`src/rtl/saradc_seq_pkg.sv`:
```
// Shared types and constants for the SAR ADC sequencer.
package saradc_seq_pkg;

    localparam int RES_W_DEF = 10;
    localparam int ACC_XTRA  = 7;
    localparam int ACC_W     = RES_W_DEF + ACC_XTRA;

    typedef enum logic [1:0] {
        ST_IDLE = 2'd0,
        ST_CAL  = 2'd1,
        ST_CONV = 2'd2,
        ST_DONE = 2'd3
    } state_e;

endpackage

```
`src/rtl/saradc_seq_if.sv`:
```
// Host/ADC/read-port signal bundle of the sequencer; slave is the sequencer side.
interface saradc_seq_if #(
    parameter int RES_W = saradc_seq_pkg::RES_W_DEF
) ();
    logic             start;
    logic             stop;
    logic             cal_req;
    logic             continuous;
    logic [2:0]       avg_log2;
    logic             clr_err;
    logic             adc_en;
    logic             adc_cal;
    logic             adc_valid;
    logic [RES_W-1:0] adc_result;
    logic             rd_valid;
    logic             rd_ready;
    logic [RES_W-1:0] rd_data;
    logic             avg_valid;
    logic [RES_W-1:0] avg_data;
    logic             busy;
    logic             cal_done;
    logic             overflow;
    logic             timeout_err;

    modport slave (
        input  start, stop, cal_req, continuous, avg_log2, clr_err,
        input  adc_valid, adc_result, rd_ready,
        output adc_en, adc_cal, rd_valid, rd_data, avg_valid, avg_data,
        output busy, cal_done, overflow, timeout_err
    );

    modport master (
        output start, stop, cal_req, continuous, avg_log2, clr_err,
        output adc_valid, adc_result, rd_ready,
        input  adc_en, adc_cal, rd_valid, rd_data, avg_valid, avg_data,
        input  busy, cal_done, overflow, timeout_err
    );
endinterface

```
`src/rtl/saradc_seq_fifo.sv`:
```
// Synchronous show-ahead result FIFO; push on full is dropped unless a pop frees a slot.
module saradc_seq_fifo #(
    parameter int W     = 10,
    parameter int DEPTH = 8
) (
    input  logic         clk,
    input  logic         rstn,
    input  logic         push_i,
    input  logic         pop_i,
    input  logic [W-1:0] data_i,
    output logic         full_o,
    output logic         empty_o,
    output logic [W-1:0] data_o
);
    localparam int AW = $clog2(DEPTH);

    logic [AW:0]  wr_q;
    logic [AW:0]  rd_q;
    logic [W-1:0] mem_q [DEPTH];
    logic         wr_en_s;
    logic         rd_en_s;

    // Extra pointer MSB distinguishes full from empty.
    assign empty_o = (wr_q == rd_q);
    assign full_o  = (wr_q[AW] != rd_q[AW]) && (wr_q[AW-1:0] == rd_q[AW-1:0]);
    assign wr_en_s = push_i && (!full_o || pop_i);
    assign rd_en_s = pop_i && !empty_o;
    assign data_o  = empty_o ? '0 : mem_q[rd_q[AW-1:0]];

    // Pointer registers.
    always_ff @(posedge clk or negedge rstn) begin
        if (!rstn) begin
            wr_q <= '0;
            rd_q <= '0;
        end else begin
            if (wr_en_s) wr_q <= wr_q + (AW+1)'(1);
            if (rd_en_s) rd_q <= rd_q + (AW+1)'(1);
        end
    end

    // Storage array.
    always_ff @(posedge clk) begin
        if (wr_en_s) mem_q[wr_q[AW-1:0]] <= data_i;
    end
endmodule

```
`src/rtl/saradc_seq.sv`:
```
// SAR ADC sequencer: calibration/conversion FSM, valid edge detect, block averaging,
// timeout supervision and a result FIFO toward the host.
module saradc_seq
    import saradc_seq_pkg::*;
#(
    parameter int RES_W      = RES_W_DEF,
    parameter int FIFO_DEPTH = 8,
    parameter int CAL_CYCLES = 64,
    parameter int TIMEOUT    = 1023
) (
    input logic          clk,
    input logic          rstn,
    saradc_seq_if.slave  bus
);
    localparam int AW_ACC = RES_W + ACC_XTRA;
    localparam int CW     = $clog2(CAL_CYCLES + 1);
    localparam int TW     = $clog2(TIMEOUT + 1);

    state_e             state_q, state_d;
    logic [CW-1:0]      cal_cnt_q, cal_cnt_d;
    logic [TW-1:0]      tmo_q, tmo_d;
    logic [AW_ACC-1:0]  acc_q, acc_d;
    logic [7:0]         cnt_q, cnt_d;
    logic [2:0]         log2_q, log2_d;
    logic               cont_q, cont_d;
    logic               valid_q;
    logic               en_q, cal_q, busy_q, cal_done_q, avg_valid_q, ovf_q, tmo_err_q;
    logic [RES_W-1:0]   avg_data_q;

    logic               edge_s, blk_end_s, fire_s, tmo_hit_s, cal_end_s;
    logic               pop_s, full_s, empty_s;
    logic [AW_ACC-1:0]  sum_s;

    assign edge_s    = (state_q == ST_CONV) && bus.adc_valid && !valid_q;
    assign sum_s     = acc_q + AW_ACC'(bus.adc_result);
    assign blk_end_s = edge_s && ((cnt_q + 8'd1) == (8'd1 << log2_q));
    assign pop_s     = bus.rd_ready && !empty_s;

    // Next-state, counters and accumulator.
    always_comb begin
        state_d   = state_q;
        cal_cnt_d = cal_cnt_q;
        tmo_d     = tmo_q;
        acc_d     = acc_q;
        cnt_d     = cnt_q;
        log2_d    = log2_q;
        cont_d    = cont_q;
        fire_s    = 1'b0;
        tmo_hit_s = 1'b0;
        cal_end_s = 1'b0;
        case (state_q)
            ST_IDLE: begin
                cal_cnt_d = '0;
                tmo_d     = '0;
                if (bus.cal_req) begin
                    state_d = ST_CAL;
                end else if (bus.start) begin
                    state_d = ST_CONV;
                    log2_d  = bus.avg_log2;
                    cont_d  = bus.continuous;
                    acc_d   = '0;
                    cnt_d   = 8'd0;
                end else begin
                    state_d = ST_IDLE;
                end
            end
            ST_CAL: begin
                if (cal_cnt_q == CW'(CAL_CYCLES - 1)) begin
                    state_d   = ST_IDLE;
                    cal_end_s = 1'b1;
                end else begin
                    cal_cnt_d = cal_cnt_q + CW'(1);
                end
            end
            ST_CONV: begin
                if (edge_s) tmo_d = '0;
                else        tmo_d = tmo_q + TW'(1);
                // Stop discards the partial block; the FIFO push still happens below.
                if (bus.stop) begin
                    state_d = ST_IDLE;
                    acc_d   = '0;
                    cnt_d   = 8'd0;
                end else if (edge_s) begin
                    if (blk_end_s) begin
                        fire_s = 1'b1;
                        acc_d  = '0;
                        cnt_d  = 8'd0;
                        if (!cont_q) state_d = ST_DONE;
                        else         state_d = ST_CONV;
                    end else begin
                        acc_d = sum_s;
                        cnt_d = cnt_q + 8'd1;
                    end
                end else if (tmo_q == TW'(TIMEOUT)) begin
                    tmo_hit_s = 1'b1;
                    state_d   = ST_IDLE;
                    acc_d     = '0;
                    cnt_d     = 8'd0;
                end else begin
                    state_d = ST_CONV;
                end
            end
            ST_DONE: state_d = ST_IDLE;
            default: state_d = ST_IDLE;
        endcase
    end

    // State, datapath and registered outputs.
    always_ff @(posedge clk or negedge rstn) begin
        if (!rstn) begin
            state_q     <= ST_IDLE;
            cal_cnt_q   <= '0;
            tmo_q       <= '0;
            acc_q       <= '0;
            cnt_q       <= 8'd0;
            log2_q      <= 3'd0;
            cont_q      <= 1'b0;
            valid_q     <= 1'b0;
            en_q        <= 1'b0;
            cal_q       <= 1'b0;
            busy_q      <= 1'b0;
            cal_done_q  <= 1'b0;
            avg_valid_q <= 1'b0;
            avg_data_q  <= '0;
            ovf_q       <= 1'b0;
            tmo_err_q   <= 1'b0;
        end else begin
            state_q     <= state_d;
            cal_cnt_q   <= cal_cnt_d;
            tmo_q       <= tmo_d;
            acc_q       <= acc_d;
            cnt_q       <= cnt_d;
            log2_q      <= log2_d;
            cont_q      <= cont_d;
            valid_q     <= bus.adc_valid;
            en_q        <= (state_d == ST_CAL) || (state_d == ST_CONV);
            cal_q       <= (state_d == ST_CAL);
            busy_q      <= (state_d != ST_IDLE);
            cal_done_q  <= cal_end_s;
            avg_valid_q <= fire_s;
            if (fire_s) avg_data_q <= RES_W'(sum_s >> log2_q);
            // Set events take priority over the clear request.
            if (edge_s && full_s && !pop_s) ovf_q <= 1'b1;
            else if (bus.clr_err)           ovf_q <= 1'b0;
            if (tmo_hit_s)                  tmo_err_q <= 1'b1;
            else if (bus.clr_err)           tmo_err_q <= 1'b0;
        end
    end

    saradc_seq_fifo #(
        .W     (RES_W),
        .DEPTH (FIFO_DEPTH)
    ) u_fifo (
        .clk     (clk),
        .rstn    (rstn),
        .push_i  (edge_s),
        .pop_i   (pop_s),
        .data_i  (bus.adc_result),
        .full_o  (full_s),
        .empty_o (empty_s),
        .data_o  (bus.rd_data)
    );

    assign bus.adc_en      = en_q;
    assign bus.adc_cal     = cal_q;
    assign bus.busy        = busy_q;
    assign bus.cal_done    = cal_done_q;
    assign bus.avg_valid   = avg_valid_q;
    assign bus.avg_data    = avg_data_q;
    assign bus.overflow    = ovf_q;
    assign bus.timeout_err = tmo_err_q;
    assign bus.rd_valid    = !empty_s;
endmodule

```
`src/flat_wrapper.sv`:
```
// flat-port wrapper written by rule: the top's interface ports become plain ports
module saradc_seq_flat import saradc_seq_pkg::*;
#(
    parameter int RES_W      = RES_W_DEF,
    parameter int FIFO_DEPTH = 8,
    parameter int CAL_CYCLES = 64,
    parameter int TIMEOUT    = 1023
)
  (clk, rstn, bus_start, bus_stop, bus_cal_req, bus_continuous, bus_avg_log2, bus_clr_err, bus_adc_valid, bus_adc_result, bus_rd_ready, bus_adc_en, bus_adc_cal, bus_rd_valid, bus_rd_data, bus_avg_valid, bus_avg_data, bus_busy, bus_cal_done, bus_overflow, bus_timeout_err);
  saradc_seq_if #(.RES_W(RES_W)) bus_i ();
  input logic clk;
  input logic rstn;
  input wire logic [$bits(bus_i.start)-1:0] bus_start;
  input wire logic [$bits(bus_i.stop)-1:0] bus_stop;
  input wire logic [$bits(bus_i.cal_req)-1:0] bus_cal_req;
  input wire logic [$bits(bus_i.continuous)-1:0] bus_continuous;
  input wire logic [$bits(bus_i.avg_log2)-1:0] bus_avg_log2;
  input wire logic [$bits(bus_i.clr_err)-1:0] bus_clr_err;
  input wire logic [$bits(bus_i.adc_valid)-1:0] bus_adc_valid;
  input wire logic [$bits(bus_i.adc_result)-1:0] bus_adc_result;
  input wire logic [$bits(bus_i.rd_ready)-1:0] bus_rd_ready;
  output wire logic [$bits(bus_i.adc_en)-1:0] bus_adc_en;
  output wire logic [$bits(bus_i.adc_cal)-1:0] bus_adc_cal;
  output wire logic [$bits(bus_i.rd_valid)-1:0] bus_rd_valid;
  output wire logic [$bits(bus_i.rd_data)-1:0] bus_rd_data;
  output wire logic [$bits(bus_i.avg_valid)-1:0] bus_avg_valid;
  output wire logic [$bits(bus_i.avg_data)-1:0] bus_avg_data;
  output wire logic [$bits(bus_i.busy)-1:0] bus_busy;
  output wire logic [$bits(bus_i.cal_done)-1:0] bus_cal_done;
  output wire logic [$bits(bus_i.overflow)-1:0] bus_overflow;
  output wire logic [$bits(bus_i.timeout_err)-1:0] bus_timeout_err;
  assign bus_i.start = bus_start;
  assign bus_i.stop = bus_stop;
  assign bus_i.cal_req = bus_cal_req;
  assign bus_i.continuous = bus_continuous;
  assign bus_i.avg_log2 = bus_avg_log2;
  assign bus_i.clr_err = bus_clr_err;
  assign bus_i.adc_valid = bus_adc_valid;
  assign bus_i.adc_result = bus_adc_result;
  assign bus_i.rd_ready = bus_rd_ready;
  assign bus_adc_en = bus_i.adc_en;
  assign bus_adc_cal = bus_i.adc_cal;
  assign bus_rd_valid = bus_i.rd_valid;
  assign bus_rd_data = bus_i.rd_data;
  assign bus_avg_valid = bus_i.avg_valid;
  assign bus_avg_data = bus_i.avg_data;
  assign bus_busy = bus_i.busy;
  assign bus_cal_done = bus_i.cal_done;
  assign bus_overflow = bus_i.overflow;
  assign bus_timeout_err = bus_i.timeout_err;
  saradc_seq #(.RES_W(RES_W), .FIFO_DEPTH(FIFO_DEPTH), .CAL_CYCLES(CAL_CYCLES), .TIMEOUT(TIMEOUT)) u_core (.clk(clk), .rstn(rstn), .bus(bus_i));
endmodule
```
`config.mk`:
```
export PLATFORM = sky130hd
export DESIGN_NAME = saradc_seq_flat
export DESIGN_NICKNAME = d
export VERILOG_FILES = /design/src/rtl/saradc_seq_pkg.sv /design/src/rtl/saradc_seq_if.sv /design/src/rtl/saradc_seq_fifo.sv /design/src/rtl/saradc_seq.sv /design/src/flat_wrapper.sv
export SDC_FILE = /design/constraint.sdc
export NUM_CORES = 1
export LEC_CHECK = 0
export CAP_MARGIN = 20
export CORE_MARGIN = 2
export CORE_UTILIZATION = 49
export CTS_CLUSTER_DIAMETER = 50
export CTS_CLUSTER_SIZE = 40
export DETAILED_ROUTE_END_ITERATION = 16
export GPL_TIMING_DRIVEN = 0
export PLACE_DENSITY = 0.76
export SLEW_MARGIN = 20
export SYNTH_ARGS = -nofsm -noshare
export SYNTH_HDL_FRONTEND = slang
export SYNTH_SLANG_ARGS = --single-unit
```
`constraint.sdc`:
```
create_clock -name clk -period 3 [get_ports clk]
set_input_delay 0.6 -clock clk [delete_from_list [all_inputs] [get_ports clk]]
set_output_delay 0.6 -clock clk [all_outputs]
set_load 0.05 [all_outputs]
```
==> impl_metrics.ini <==
[drt]
totalWireLength_um = 18420
wire_per_inst_um = 18.80
viasPerCell = 5.837
dr.first_iter.drc_count = 383
ant_nets = 0
vias = 5720
drc = 0
drt_first_pass_iters = 6

[finish]
final_nets = 792
drive_gt1_share_pct = 21.20
multiInputGateArea_mm2 = 0.003640
final_cell_area_mm2 = 0.009662
mostFrequentLayoutCells = edfxtp_1 (80), dfrtp_1 (69), nand2_1 (59)
layout_commonest_cell = edfxtp_1
fillCellCount = 1230
ff_latch_area_mm2 = 0.004260
diodes = 0
area_growth_pct = 22.59

[synthesis]
synth_top_flop_cell = edfxtp_1
ys_ff_latch = 154
synthArstFlopShare_pct = 48.05
syn_inst = 669
syn_area_mm2 = 0.007881
yosysWarnings = 0
ys_types = 77
yosys.area.top_type_share_pct = 30.48
synth_fp_nets = 709
ys_seq_area_share_pct = 53.98
synth_area_per_cell_um2 = 11.78
synth_area_leader_cell = edfxtp_1
synth_area_leaders = edfxtp_1 (30%), dfrtp_1 (23%), mux4_2 (6.3%), o21ai_0 (3.6%), nand2_1 (2.8%)
synth_edf_count = 80

[sta]
fmax_mhz = 339.3
drv_slew = 0
slew_headroom_pct = 38.96
worst_slew_pin_slew_ps = 912.3
hold_viol = 0
fin_skew_ps = 8.451
rsz0062_at_grt = true
setup-violations-final = 0
fin_crit_ps = 2947
timing.final.crit_share_pct = 98.24
setup-tns-final_ps = 0

[setup_path]
criticalPathCategory = in -> reg
rr_worst_depth = 12
start_kind = primary input
required_ps = 3310
timing.rr.start = u_core.cnt_q[0]
r2r-end = u_core.bus.adc_en
slowest_stage = or3_1
max_stage_delay_ps = 430
crit_top_cell = or3_1
crit_chain = dlygate4sd2_1 -> ha_2 -> a21o_1 -> a21oi_4 -> a21oi_1 -> or3_1 -> and3_1 -> or3_1 -> a31o_2 -> mux2_2
r2r_slack_ps = 100
cp_max_fo = 9
worstSetupEndpointType = register
critPathArrivalTime_ps = 3260

[clock_network]
clock_latency_ps = 430
cts.htree.levels = 4
cts_tree = built
clock-sinks = 154
root_buffer = clkbuf_16
ctsLongestPathBuffers = 2
cts_made_buffers = 17
clk_pin_slew_ps = 60

[die]
die_h_um = 130.8
placeableCoreArea_mm2 = 0.01583
dieArea_mm2 = 0.01712
die_w_um = 130.8
rows = 46
initial_core_util_pct = 49.79
ios = 50

[grt]
grt_pass1_wl_um = 29740
grtUsageTotal_pct = 22.58
grt.overflow.total = 0
antenna_found_initial = 0
grt_pass1_vias = 5831
grt_max_degree = 52

[placed_design]
dp_hpwl_um = 12740
placed_area_mm2 = 0.008747
port_buffers = 49
gp_congestion = 0.8516

[power]
swShare_pct = 37.87
ir_worst_vdd_uv = 534.3
clkPwrFrac_pct = 26.4
p_leak_nw = 3.740
total_power_mw = 7.703
net-switching-power_mw = 2.917
p_per_area_mw_per_mm2 = 797.2
intPower_mw = 4.786
p_seq_share_pct = 33.3
combPwrFrac_pct = 40.3

[worst_hold_path]
hold_class = in -> async

[flow_run]
drv_cap = 0

[outcome]
outcome = complete, no violations
-- area by class of cell --
| type | count | share of cell area (%) |
|---|---|---|
| Clock buffer | 20 | 4.727 |
| Inverter | 12 | 0.4662 |
| Buffer | 38 | 2.305 |
| Clock inverter | 11 | 1.010 |
| Sequential cell | 154 | 44.09 |
| Tap cell | 216 | 2.797 |
| Multi-Input combinational cell | 458 | 37.67 |
| Timing Repair Buffer | 71 | 6.928 |
-- worst max-delay path: cells and delay by family --
family | cells | cell delay [ps]
muxes | 1 | 250
and+or+nand+nor | 3 | 1050
AOI/OAI and AO/OA | 4 | 740
buffers and inverters | 1 | 350
adders and majority gates | 1 | 270
-- how the worst max path moves through the flow --
stage | startpoint | depth (start not counted) | to
after floorplan | bus_adc_result[3] | 9 | u_core.bus.avg_data[4]
after global placement | rstn | 1 | u_core.u_fifo.rd_q[2]
after detailed placement | bus_adc_result[0] | 11 | u_core.bus.avg_data[5]
after CTS | u_core.u_fifo.rd_q[1] | 6 | bus_rd_data[3]
after global routing | bus_adc_result[2] | 10 | u_core.bus.avg_data[4]
final | bus_adc_result[2] | 10 | u_core.bus.avg_data[4]
-- power by group through the flow --
stage / combinational (mW) / clock, mW / sequential, mW
2_1_floorplan: 2.21 / 0 / 2.58
3_3_place_gp: 3.04 / 0 / 2.52
3_5_place_dp: 3.14 / 0 / 2.54
4_1_cts: 3.09 / 2.05 / 2.55
5_1_grt: 3.38 / 2.13 / 2.59
6_report: 3.11 / 2.03 / 2.57
-- kinds of logic after synthesis --
logic type / share of synthesized area (%)
multiplexers: 9.605
AO/OA/AOI/OAI: 14.56
XOR/XNOR: 3.397
flip-flops: 53.98
AND/OR/NAND/NOR: 12.38
adder cells (fa/ha/maj): 2.953
buffers and inverters: 3.127
-- synth_stat cells (all sizes together), types with 16 or more instances --
cell,n
a21oi,26
clkbuf,31
dfrtp,74
edfxtp,80
ha,17
mux2i,16
mux4,22
nand2,60
nor2,39
o21ai,61
-- metrics by stage --
step	hold WS, ps	setup slack, ps	utilization (%)	std cells
floorplan	304.4	-3.691	-	669
global placement	463.9	-1239	54.60	934
detailed placement	478.6	-1104	55.26	941
CTS	80.31	16.82	60.06	971
global route	104.6	-59.37	61.04	980
finish	84.04	52.73	61.04	980
-- sequential cells by signal, indices dropped and copies added, names as in the netlist, 2 cells and up --
register             count
u_core.acc_q            17
u_core.bus.avg_data     10
u_core.cal_cnt_q         7
u_core.cnt_q             8
u_core.log2_q            3
u_core.state_q           2
u_core.tmo_q            10
u_core.u_fifo.mem_q     80
u_core.u_fifo.rd_q       4
u_core.u_fifo.wr_q       4
-- metal layers --
metal | global-route usage [%] | part of all wire (%)
met1 | 27.65 | 43
met2 | 40.41 | 52
met3 | 3.298 | 3.1
met4 | 8.886 | 2.1
met5 | 0 | 0
-- timing repair --
| item | in CTS | in global routing |
|---|---|---|
| buffers inserted | 5 | 10 |
| hold buffers | 0 | 0 |
| gates resized for setup | 81 | 21 |
| setup endpoints to repair | 58 | 38 |
| pin swaps | 3 | 8 |
(Power assumes the default switching activity.)
==> RTL change (config.mk and constraints unchanged) <==
Encoding of `state_e`: now one-hot (4 bits for 4 states).
--- a/src/rtl/saradc_seq_pkg.sv
+++ b/src/rtl/saradc_seq_pkg.sv
@@ -6,9 +6,9 @@
     localparam int ACC_W     = RES_W_DEF + ACC_XTRA;
 
-    typedef enum logic [1:0] {
-        ST_IDLE = 2'd0,
-        ST_CAL  = 2'd1,
-        ST_CONV = 2'd2,
-        ST_DONE = 2'd3
+    typedef enum logic [3:0] {
+        ST_IDLE = 4'b0001,
+        ST_CAL  = 4'b0010,
+        ST_CONV = 4'b0100,
+        ST_DONE = 4'b1000
     } state_e;
 
Behaviour: no difference found for any inputs over 4 cycles, from zero or initial values and one cycle with rstn low; so few cycles prove little.
==> RTL change against the original RTL <==
Cell area up 2.0%; first-iteration DRC count unchanged; global-route usage down 1.2 points; synthesized area up 2.9%; routed wire length down 1.2%; sequential cell count up 2; final cell count up 1.8%; die area up 2.8%; total power up 2.0%; setup slack better by 0.051 ns; largest cell class unchanged.
==> RTL change: results (changes against the original RTL) <==
outcome:
  outcome: "completed"
sta:
  finalClockSkew_ns: 0.0109  # +0.00250 ns
  relSlewSlack_pct: 45.8  # +6.8 points
  hold_slack_ns: 0.121  # +0.0367 ns
  timing.final.crit_share_pct: 96.6  # -1.7 points
synth:
  ys_types: 79  # +2.6%
  synth_area_per_cell_sq_um: 11.9  # +1.3%
  synth_enable_flop_cells: 80  # unchanged
  synth_top_cells_by_count: "edfxtp_1 (80), dfrtp_1 (75), nor2_1 (47)"
  yosys_register_bits: 156  # +1.3%
  synth_compound_area_share_pct: 13.7  # -0.87 points
  synth_seq_area_share_pct: 53.1  # -0.87 points
  yosys_warnings: 0  # unchanged
  adder_and_majority_gate_portion_of_the_synthesized_area_pct: 2.56  # -0.39 points
  synthTopCellsByArea: "edfxtp_1 (30%), dfrtp_1 (23%), mux4_2 (7.5%), o21ai_0 (2.3%), ha_1 (2.3%)"
  synthMuxAreaShare_pct: 10.7  # +1.1 points
  synth-async-reset-ratio_pct: 48.7  # +0.67 points
  synth_xor_xnor_area_share_pct: 3.13  # -0.26 points
  synth.net_count: 717  # +1.1%
finish:
  layout.nonclk_buf_share_pct: 8.76  # -0.48 points
  final_antenna_diode_count: 0  # unchanged
  multi_input_gate_share_of_the_layout_cell_area_pct: 37.9  # +0.27 points
  count_of_plain_and_timing_repair_buffers_in_the_layout: 110  # +0.92%
  post_route_cells_drive_above_1_share_pct: 23.4  # +2.2 points
  clockNetworkAreaShare_pct: 6.07  # +0.33 points
  layout.filler_cells: 1313  # +6.7%
  finish.cell_count_without_fillers: 998  # +1.8%
  final_area_sq_um: 9860  # +2.0%
  multiInputCombCellCount: 461  # +0.66%
  inverter_count_of_the_layout_excluding_clock_inverters: 19  # +7
  fin_nets: 803  # +1.4%
  final.clkbuf_count: 18  # -10%
  sh_seq_area_pct: 43.7  # -0.38 points
floorplan:
  floorplan.die_area_sq_um: 17600  # +2.8%
clocking:
  cts_resized: 69  # -15%
  cts_root_buf: "clkbuf_16"
  cts-buffers-inserted: 17  # unchanged
  post-cts-setup-buffer-count: 4  # -1
global_routing:
  first_global_vias: 5762  # -1.2%
  grt_max_degree: 45  # -13%
  grt_pass1_wl_mm: 29.6  # -0.37%
  grt.total_usage_pct: 21.4  # -1.2 points
setup_path:
  crit_path_start: "u_core.cnt_q[1]"
  cp_max_fo: 10  # +1
  r2r.worst_path.cells: 10  # -2
  critPathCapture: "u_core.bus.avg_data[1]"
  critical_path_arrival_ns: 3.20  # -0.06 ns
pwr:
  power.ir.vdd_worst_v: 0.000739  # +38%
  leakage_uw: 0.00382  # +2.0%
place:
  hpwlAfterDp_mm: 12.9  # +0.90%
  placed_cell_area_sq_um: 8960  # +2.4%
  placed_cells_incl_taps: 953  # +1.3%
  routabilityCongestion: 0.910  # +6.8%
  pre_cts_ws_ns: -1.29  # -0.184 ns
routing:
  detail_route.first_pass.iterations: 5  # -1
  wirelength_mm: 18.2  # -1.2%
  routed_via_density: 5.83  # -0.14%
  detail_route.iter0.violations: 383  # unchanged
min_path:
  path_category_of_the_worst_min_delay_check: "input pin to async pin"
run:
  max-cap-violations: 0  # unchanged
RTL change: worst max-delay path: stages, from the launching register on:
cell and delay [ns]:
dfrtp_2 0.38, ha_2 0.18, buf_6 0.14, nand3_4 0.08, o21a_1 0.20, or4_4 0.53
a2111oi_4 0.34, o2111a_2 0.29, and2_4 0.17, buf_6 0.13, mux2_2 0.34
RTL change: where the power goes:
part           internal [uW]  switching, uW  leakage (uW)
clock network           1310            858      0.000284
logic                   1190           1900       0.00179
registers               2410            184       0.00174
total                   4910           2940       0.00382
RTL change: routing by layer:
| layer | routed length (microns) | GRT usage, % | vias to the layer above |
|---|---|---|---|
| met2 | 9240 | 36.3 | 157 |
| met3 | 778 | 4.64 | 22 |
| met5 | 0 | 0 | - |
| li1 | - | - | 2743 |
| met4 | 219 | 6.57 | 0 |
| met1 | 7960 | 27.5 | 2895 |
